### src/rtl/exp_acc_ctrl.sv
// exp_acc_ctrl: read-modify-write sequencer accumulating exp10 complex samples into an external RAM
// through an external adder. Build macro EXP_ACC_SAT_EN enables exponent-wrap saturation and exp_ovf.
module exp_acc_ctrl #(
   parameter int ADDR_WIDTH  = 7,
   parameter int ROUND_WIDTH = 8
) (
   input  logic                   clk,
   input  logic                   rst,
   input  logic                   start,
   input  logic                   abort,
   input  logic [ROUND_WIDTH-1:0] acc_rounds,
   input  logic [ADDR_WIDTH-1:0]  depth_m1,
   input  logic                   in_valid,
   output logic                   in_ready,
   input  logic [9:0]             in_i,
   input  logic [9:0]             in_q,
   input  logic [3:0]             in_exp,
   output logic                   ram_rd_en,
   output logic [ADDR_WIDTH-1:0]  ram_rd_addr,
   input  logic [23:0]            ram_rd_data,
   output logic                   ram_wr_en,
   output logic [ADDR_WIDTH-1:0]  ram_wr_addr,
   output logic [23:0]            ram_wr_data,
   output logic [9:0]             add_in1_i,
   output logic [9:0]             add_in1_q,
   output logic [3:0]             add_in1_exp,
   output logic [9:0]             add_in2_i,
   output logic [9:0]             add_in2_q,
   output logic [3:0]             add_in2_exp,
   input  logic [9:0]             add_out_i,
   input  logic [9:0]             add_out_q,
   input  logic [3:0]             add_out_exp,
   output logic                   busy,
   output logic                   done,
   output logic                   exp_ovf
);

   typedef enum logic [1:0] {S_IDLE = 2'd0, S_ACC = 2'd1, S_FLUSH = 2'd2, S_DONE = 2'd3} state_t;

   localparam logic [ADDR_WIDTH-1:0]  ADDR_ZERO  = {ADDR_WIDTH{1'b0}};
   localparam logic [ADDR_WIDTH-1:0]  ADDR_ONE   = {{(ADDR_WIDTH-1){1'b0}}, 1'b1};
   localparam logic [ROUND_WIDTH-1:0] ROUND_ZERO = {ROUND_WIDTH{1'b0}};
   localparam logic [ROUND_WIDTH-1:0] ROUND_ONE  = {{(ROUND_WIDTH-1){1'b0}}, 1'b1};

   state_t                 state_q, state_d;
   logic [ROUND_WIDTH-1:0] rounds_q, rounds_d, round_q, round_d;
   logic [ADDR_WIDTH-1:0]  depth_q, depth_d, ptr_q, ptr_d;
   logic                   s1_vld_q, s1_vld_d, s1_zero_q, s1_zero_d;
   logic [ADDR_WIDTH-1:0]  s1_addr_q, s1_addr_d, s2_addr_q, s2_addr_d;
   logic [23:0]            s1_smp_q, s1_smp_d, s2_data_q, s2_data_d;
   logic                   s2_vld_q, s2_vld_d;
   logic                   exp_ovf_q, exp_ovf_d;
   logic                   hazard_s, accept_s, last_s, wrap_s;
   logic [23:0]            op2_s, res_s;
`ifdef EXP_ACC_SAT_EN
   logic [23:0]            dom_s;

   // A zero component stays zero; otherwise pin to the full-scale value of its sign.
   function automatic logic [9:0] sat_mant(input logic [9:0] m);
      if (m == 10'd0) begin
         sat_mant = 10'd0;
      end else if (m[9]) begin
         sat_mant = 10'h200;
      end else begin
         sat_mant = 10'h1FF;
      end
   endfunction
`endif

   // Hazard check, adder operand steering and RAM/status outputs.
   always_comb begin
      hazard_s = (s1_vld_q && (s1_addr_q == ptr_q)) || (s2_vld_q && (s2_addr_q == ptr_q));
      in_ready = (state_q == S_ACC) && !hazard_s && !abort;
      accept_s = in_valid && in_ready;
      last_s   = (ptr_q == depth_q) && (round_q == (rounds_q - ROUND_ONE));
      // Pass 0 must not inherit whatever the RAM held before this run.
      op2_s    = (s1_vld_q && !s1_zero_q) ? ram_rd_data : 24'd0;
      {add_in1_i, add_in1_q, add_in1_exp} = s1_smp_q;
      {add_in2_i, add_in2_q, add_in2_exp} = op2_s;
      wrap_s   = 1'b0;
      res_s    = {add_out_i, add_out_q, add_out_exp};
`ifdef EXP_ACC_SAT_EN
      dom_s    = (s1_smp_q[3:0] >= op2_s[3:0]) ? s1_smp_q : op2_s;
      if (s1_vld_q && (add_out_exp < dom_s[3:0])) begin
         wrap_s = 1'b1;
         res_s  = {sat_mant(dom_s[23:14]), sat_mant(dom_s[13:4]), 4'd15};
      end else begin
         wrap_s = 1'b0;
      end
`endif
      ram_rd_en   = accept_s;
      ram_rd_addr = ptr_q;
      ram_wr_en   = s2_vld_q;
      ram_wr_addr = s2_addr_q;
      ram_wr_data = s2_data_q;
      busy        = (state_q == S_ACC) || (state_q == S_FLUSH);
      done        = (state_q == S_DONE);
      exp_ovf     = exp_ovf_q;
   end

   // Next-state logic for the sequencer and the two pipeline stages.
   always_comb begin
      state_d   = state_q;
      rounds_d  = rounds_q;
      depth_d   = depth_q;
      ptr_d     = ptr_q;
      round_d   = round_q;
      exp_ovf_d = exp_ovf_q | wrap_s;
      s1_vld_d  = accept_s;
      s1_addr_d = accept_s ? ptr_q : s1_addr_q;
      s1_smp_d  = accept_s ? {in_i, in_q, in_exp} : s1_smp_q;
      s1_zero_d = accept_s ? (round_q == ROUND_ZERO) : s1_zero_q;
      s2_vld_d  = s1_vld_q;
      s2_addr_d = s1_vld_q ? s1_addr_q : s2_addr_q;
      s2_data_d = s1_vld_q ? res_s : s2_data_q;
      case (state_q)
         S_IDLE: begin
            if (start) begin
               rounds_d  = (acc_rounds == ROUND_ZERO) ? ROUND_ONE : acc_rounds;
               depth_d   = depth_m1;
               ptr_d     = ADDR_ZERO;
               round_d   = ROUND_ZERO;
               exp_ovf_d = 1'b0;
               state_d   = S_ACC;
            end else begin
               state_d   = S_IDLE;
            end
         end
         S_ACC: begin
            if (accept_s) begin
               if (ptr_q == depth_q) begin
                  ptr_d   = ADDR_ZERO;
                  round_d = round_q + ROUND_ONE;
               end else begin
                  ptr_d   = ptr_q + ADDR_ONE;
               end
               state_d = last_s ? S_FLUSH : S_ACC;
            end else begin
               state_d = S_ACC;
            end
         end
         // Stage 2 issues its write this cycle, so only stage 1 must have drained.
         S_FLUSH: state_d = s1_vld_q ? S_FLUSH : S_DONE;
         S_DONE:  state_d = S_IDLE;
         default: state_d = S_IDLE;
      endcase
   end

   // Sequencer and pipeline registers; abort behaves exactly like reset here.
   always_ff @(posedge clk) begin
      if (rst || abort) begin
         state_q   <= S_IDLE;
         rounds_q  <= ROUND_ZERO;
         depth_q   <= ADDR_ZERO;
         ptr_q     <= ADDR_ZERO;
         round_q   <= ROUND_ZERO;
         s1_vld_q  <= 1'b0;
         s1_zero_q <= 1'b0;
         s1_addr_q <= ADDR_ZERO;
         s1_smp_q  <= 24'd0;
         s2_vld_q  <= 1'b0;
         s2_addr_q <= ADDR_ZERO;
         s2_data_q <= 24'd0;
      end else begin
         state_q   <= state_d;
         rounds_q  <= rounds_d;
         depth_q   <= depth_d;
         ptr_q     <= ptr_d;
         round_q   <= round_d;
         s1_vld_q  <= s1_vld_d;
         s1_zero_q <= s1_zero_d;
         s1_addr_q <= s1_addr_d;
         s1_smp_q  <= s1_smp_d;
         s2_vld_q  <= s2_vld_d;
         s2_addr_q <= s2_addr_d;
         s2_data_q <= s2_data_d;
      end
   end

   // Sticky overflow flag survives abort.
   always_ff @(posedge clk) begin
      if (rst) begin
         exp_ovf_q <= 1'b0;
      end else if (abort) begin
         exp_ovf_q <= exp_ovf_q;
      end else begin
         exp_ovf_q <= exp_ovf_d;
      end
   end

endmodule

### config.mk
export PLATFORM = sky130hd
export DESIGN_NAME = exp_acc_ctrl
export DESIGN_NICKNAME = d
export VERILOG_FILES = /design/src/rtl/exp_acc_ctrl.sv
export SDC_FILE = /design/constraint.sdc
export NUM_CORES = 1
export LEC_CHECK = 0
export ABC_AREA = 1
export CAP_MARGIN = 15
export CORE_MARGIN = 2
export CORE_UTILIZATION = 36
export CTS_CLUSTER_DIAMETER = 120
export CTS_CLUSTER_SIZE = 20
export DETAILED_ROUTE_END_ITERATION = 8
export HOLD_SLACK_MARGIN = 0.02
export PLACE_DENSITY = 0.75
export SLEW_MARGIN = 20
export SYNTH_ARGS = -nofsm -noshare
export SYNTH_HDL_FRONTEND = slang
export SYNTH_SLANG_ARGS = --single-unit
export TNS_END_PERCENT = 30
### constraint.sdc
create_clock -name clk -period 3.5 [get_ports clk]
set_input_delay 0.7 -clock clk [delete_from_list [all_inputs] [get_ports clk]]
set_output_delay 0.7 -clock clk [all_outputs]
set_load 0.005 [all_outputs]
==> flow_summary.ini <==
[status]
outcome = completed

[critical_path]
r2r-end = ram_rd_addr[6]$_SDFFE_PP0P_
critical_path_class = reg2out
cp_data_required_time_ps = 2800
cp_data_arrival_time_ps = 2430
end_kind = primary output
reg2reg_depth = 11
start_kind = flop
regToRegSetupSlack_ps = 870
critPathMaxFanout = 13

[clock_tree]
clock_path_buffers = 2
htree_levels = 3
cts-buffers-inserted = 9
cts.sinks = 97
cts_resized = 0
cts-root-buf = clkbuf_16
clkTransAtPathRegs_ps = 70
postCtsSetupRepairBufs = 0
clock_latency_ps = 350
cts-hold-fix-buffers = 0
tritoncts = built

[finish]
mostFrequentLayoutCell = nand2_1
layout_common_cells = 203 x nand2_1, 182 x clkdlybuf4s50_1, 97 x dfxtp_1, 90 x a21oi_1, 66 x nor2_1
fin_nets = 957
drive_gt1_share_pct = 6.96
postLayoutCoreUtil_pct = 53.4
antenna_cells = 0
area_growth_pct = 46.7
n_fill_cell = 1268

[sta]
fin_skew_ps = 12.9
finalSetupViolCount = 0
worst_pin_slew_ps = 565
grt_setup_unrepaired = false
holdWs_ps = 460
min_period_ps = 3130
report.final.slew_viol_count = 0
hold_viol = 0
timing.fmax_ghz = 0.320
setup_tns_ps = 0
period_share_pct = 89.3
max_slew_margin_pct = 62.3

[die]
core-area_um2 = 13100
dieArea_um2 = 14200
io_pins = 184
num_rows = 42
die-height_um = 119
initial_core_util_pct = 36.4
die_w_um = 119

[yosys]
syn_inst = 693
synth_nets = 793
yosys_warnings = 0
ys_seq_elements = 97
synth_cell_types = 36
seq_area_frac_synth_pct = 40.6
syn_area_per_cell_um2 = 6.91
syn_area_um2 = 4790

[power]
clkPwrFrac_pct = 42.1
p_comb_share_pct = 11.7
p_per_area_nw_per_um2 = 348
switching_share_pct = 24.9
p_seq_share_pct = 46.2
p_int_uw = 1840
leakage_uw = 0.00264
p_sw_uw = 607
ir_worst_vdd_mv = 0.202

[placement]
port_buffers = 182
place_hpwl_um = 9850
gp_congestion = 0.866

[min_path]
min_path_cells = 2
hold_start = ram_wr_data[18]$_SDFFE_PP0P_
hp-class = reg2reg
min_to = ram_wr_data[18]$_SDFFE_PP0P_

[routing]
vias = 4864
finalWirelength_um = 13500
drt_iter0_markers = 269
avgViaCountPerCell = 4.69
drc = 0
ant_nets = 0
firstDrtPassIters = 4
wl_per_cell_um = 13.0

[grt]
grt_first_pass_wirelength_um = 21600
grt_max_degree = 37
antenna_found_initial = 0
grt_pass1_vias = 4578
grt-ovfl-total = 0
grt.total_usage_pct = 18.8

[run]
drv_cap = 0
## cells in the mapped netlist
| cell | n | area share (%) |
|---|---|---|
| nor2_2 | 3 | 0.39 |
| ha_1 | 8 | 2.1 |
| nand2_4 | 1 | 0.24 |
| nor2_1 | 67 | 5.3 |
| nand2_8 | 1 | 0.42 |
| xnor2_1 | 10 | 1.8 |
| buf_1 | 1 | 0.078 |
| nor3_1 | 8 | 0.84 |
| nor3b_1 | 2 | 0.31 |
| xor2_1 | 11 | 2.0 |
| nand4_1 | 4 | 0.52 |
| or2_2 | 1 | 0.13 |
| a211oi_1 | 3 | 0.47 |
| nor2_8 | 1 | 0.42 |
| nor2_4 | 2 | 0.47 |
| buf_8 | 1 | 0.31 |
| buf_2 | 7 | 0.73 |
| a21oi_2 | 1 | 0.18 |
| o21ai_1 | 1 | 0.10 |
| nand2_1 | 203 | 16 |
| inv_2 | 12 | 0.94 |
| nand3_4 | 1 | 0.37 |
| conb_1 | 1 | 0.078 |
| bufinv_8 | 1 | 0.37 |
| nand3_1 | 19 | 2.0 |
| buf_4 | 5 | 0.78 |
| nor4_1 | 2 | 0.26 |
| clkbuf_1 | 21 | 1.6 |
| nand3_2 | 10 | 2.1 |
| a21oi_1 | 90 | 9.4 |
| nand2_2 | 3 | 0.39 |
| nand3b_1 | 1 | 0.16 |
| o21ai_0 | 29 | 3.0 |
| a21boi_0 | 1 | 0.16 |
| inv_1 | 64 | 5.0 |
| dfxtp_1 | 97 | 41 |
## metrics by stage
step | total power (uW) | setup slack [ps] | area [um2] | std cells
CTS | 2460 | 343 | 7020 | 1038
global route | 2540 | 189 | 7020 | 1038
detailed placement | 1440 | 597 | 6710 | 1022
finish | 2440 | 373 | 7020 | 1038
floorplan | 1290 | 1480 | 4790 | 693
global placement | 1440 | 612 | 6710 | 1022
## final cells by class
type | instances | area (um2) | share of cell area, %
clock buffer | 9 | 225 | 3.21
sequential | 97 | 1940 | 27.7
clock inverter | 7 | 90.1 | 1.28
tap | 176 | 220 | 3.14
multi-input combinational | 484 | 2370 | 33.8
timing repair buffer | 188 | 1870 | 26.6
inverter | 77 | 303 | 4.31
## worst max path at each step
stage                     startpoint        end  slack (ps)  cells past startpoint
after floorplan                 flop  ram_rd_en        1480                      8
after global placement         abort  ram_rd_en         610                      5
after detailed placement       abort  ram_rd_en         600                      5
after CTS                       flop  ram_rd_en         340                      7
after global routing            flop  ram_rd_en         190                      7
final                           flop  ram_rd_en         370                      7
## cell families after synthesis
kind of cell | after synthesis | share of synthesized area [%]
compound gates | 125 | 13.4
xor+xnor | 21 | 3.84
fa+ha+maj | 8 | 2.09
buf+inv | 112 | 9.88
flops | 97 | 40.6
other cells | 1 | 0.0784
simple gates | 329 | 30.2
## sequential cells by signal, summed over array words and instances (netlist names), named ones only
name	count
depth_q	7
ram_rd_addr	7
ram_wr_addr	7
ram_wr_data	24
ram_wr_en	1
round_q	8
rounds_q	8
s1_addr_q	7
s1_smp_q	24
s1_vld_q	1
s1_zero_q	1
state_q	1
## per-layer routing
metal  share of wire [%]  track usage, %
met1                  42            22.2
met2                  48            32.5
met3                 7.1            5.17
met4                 2.3            7.35
met5                   0               0
## worst max-delay path, stage by stage (launching register included)
cell and delay, ps:
dfxtp_1 340, inv_1 80, ha_1 380, inv_2 210, nor2_1 240, nand3_2 140
nor2_4 120, clkdlybuf4s50_1 560
## power groups by stage
stage	Combinational [uW]	Sequential, uW	Clock (uW)
after floorplan	143	1150	0
after global placement	281	1150	0
after detailed placement	285	1150	0
after CTS	287	1130	1050
after global routing	315	1130	1100
final	285	1130	1030
(Power assumes the default switching activity.)
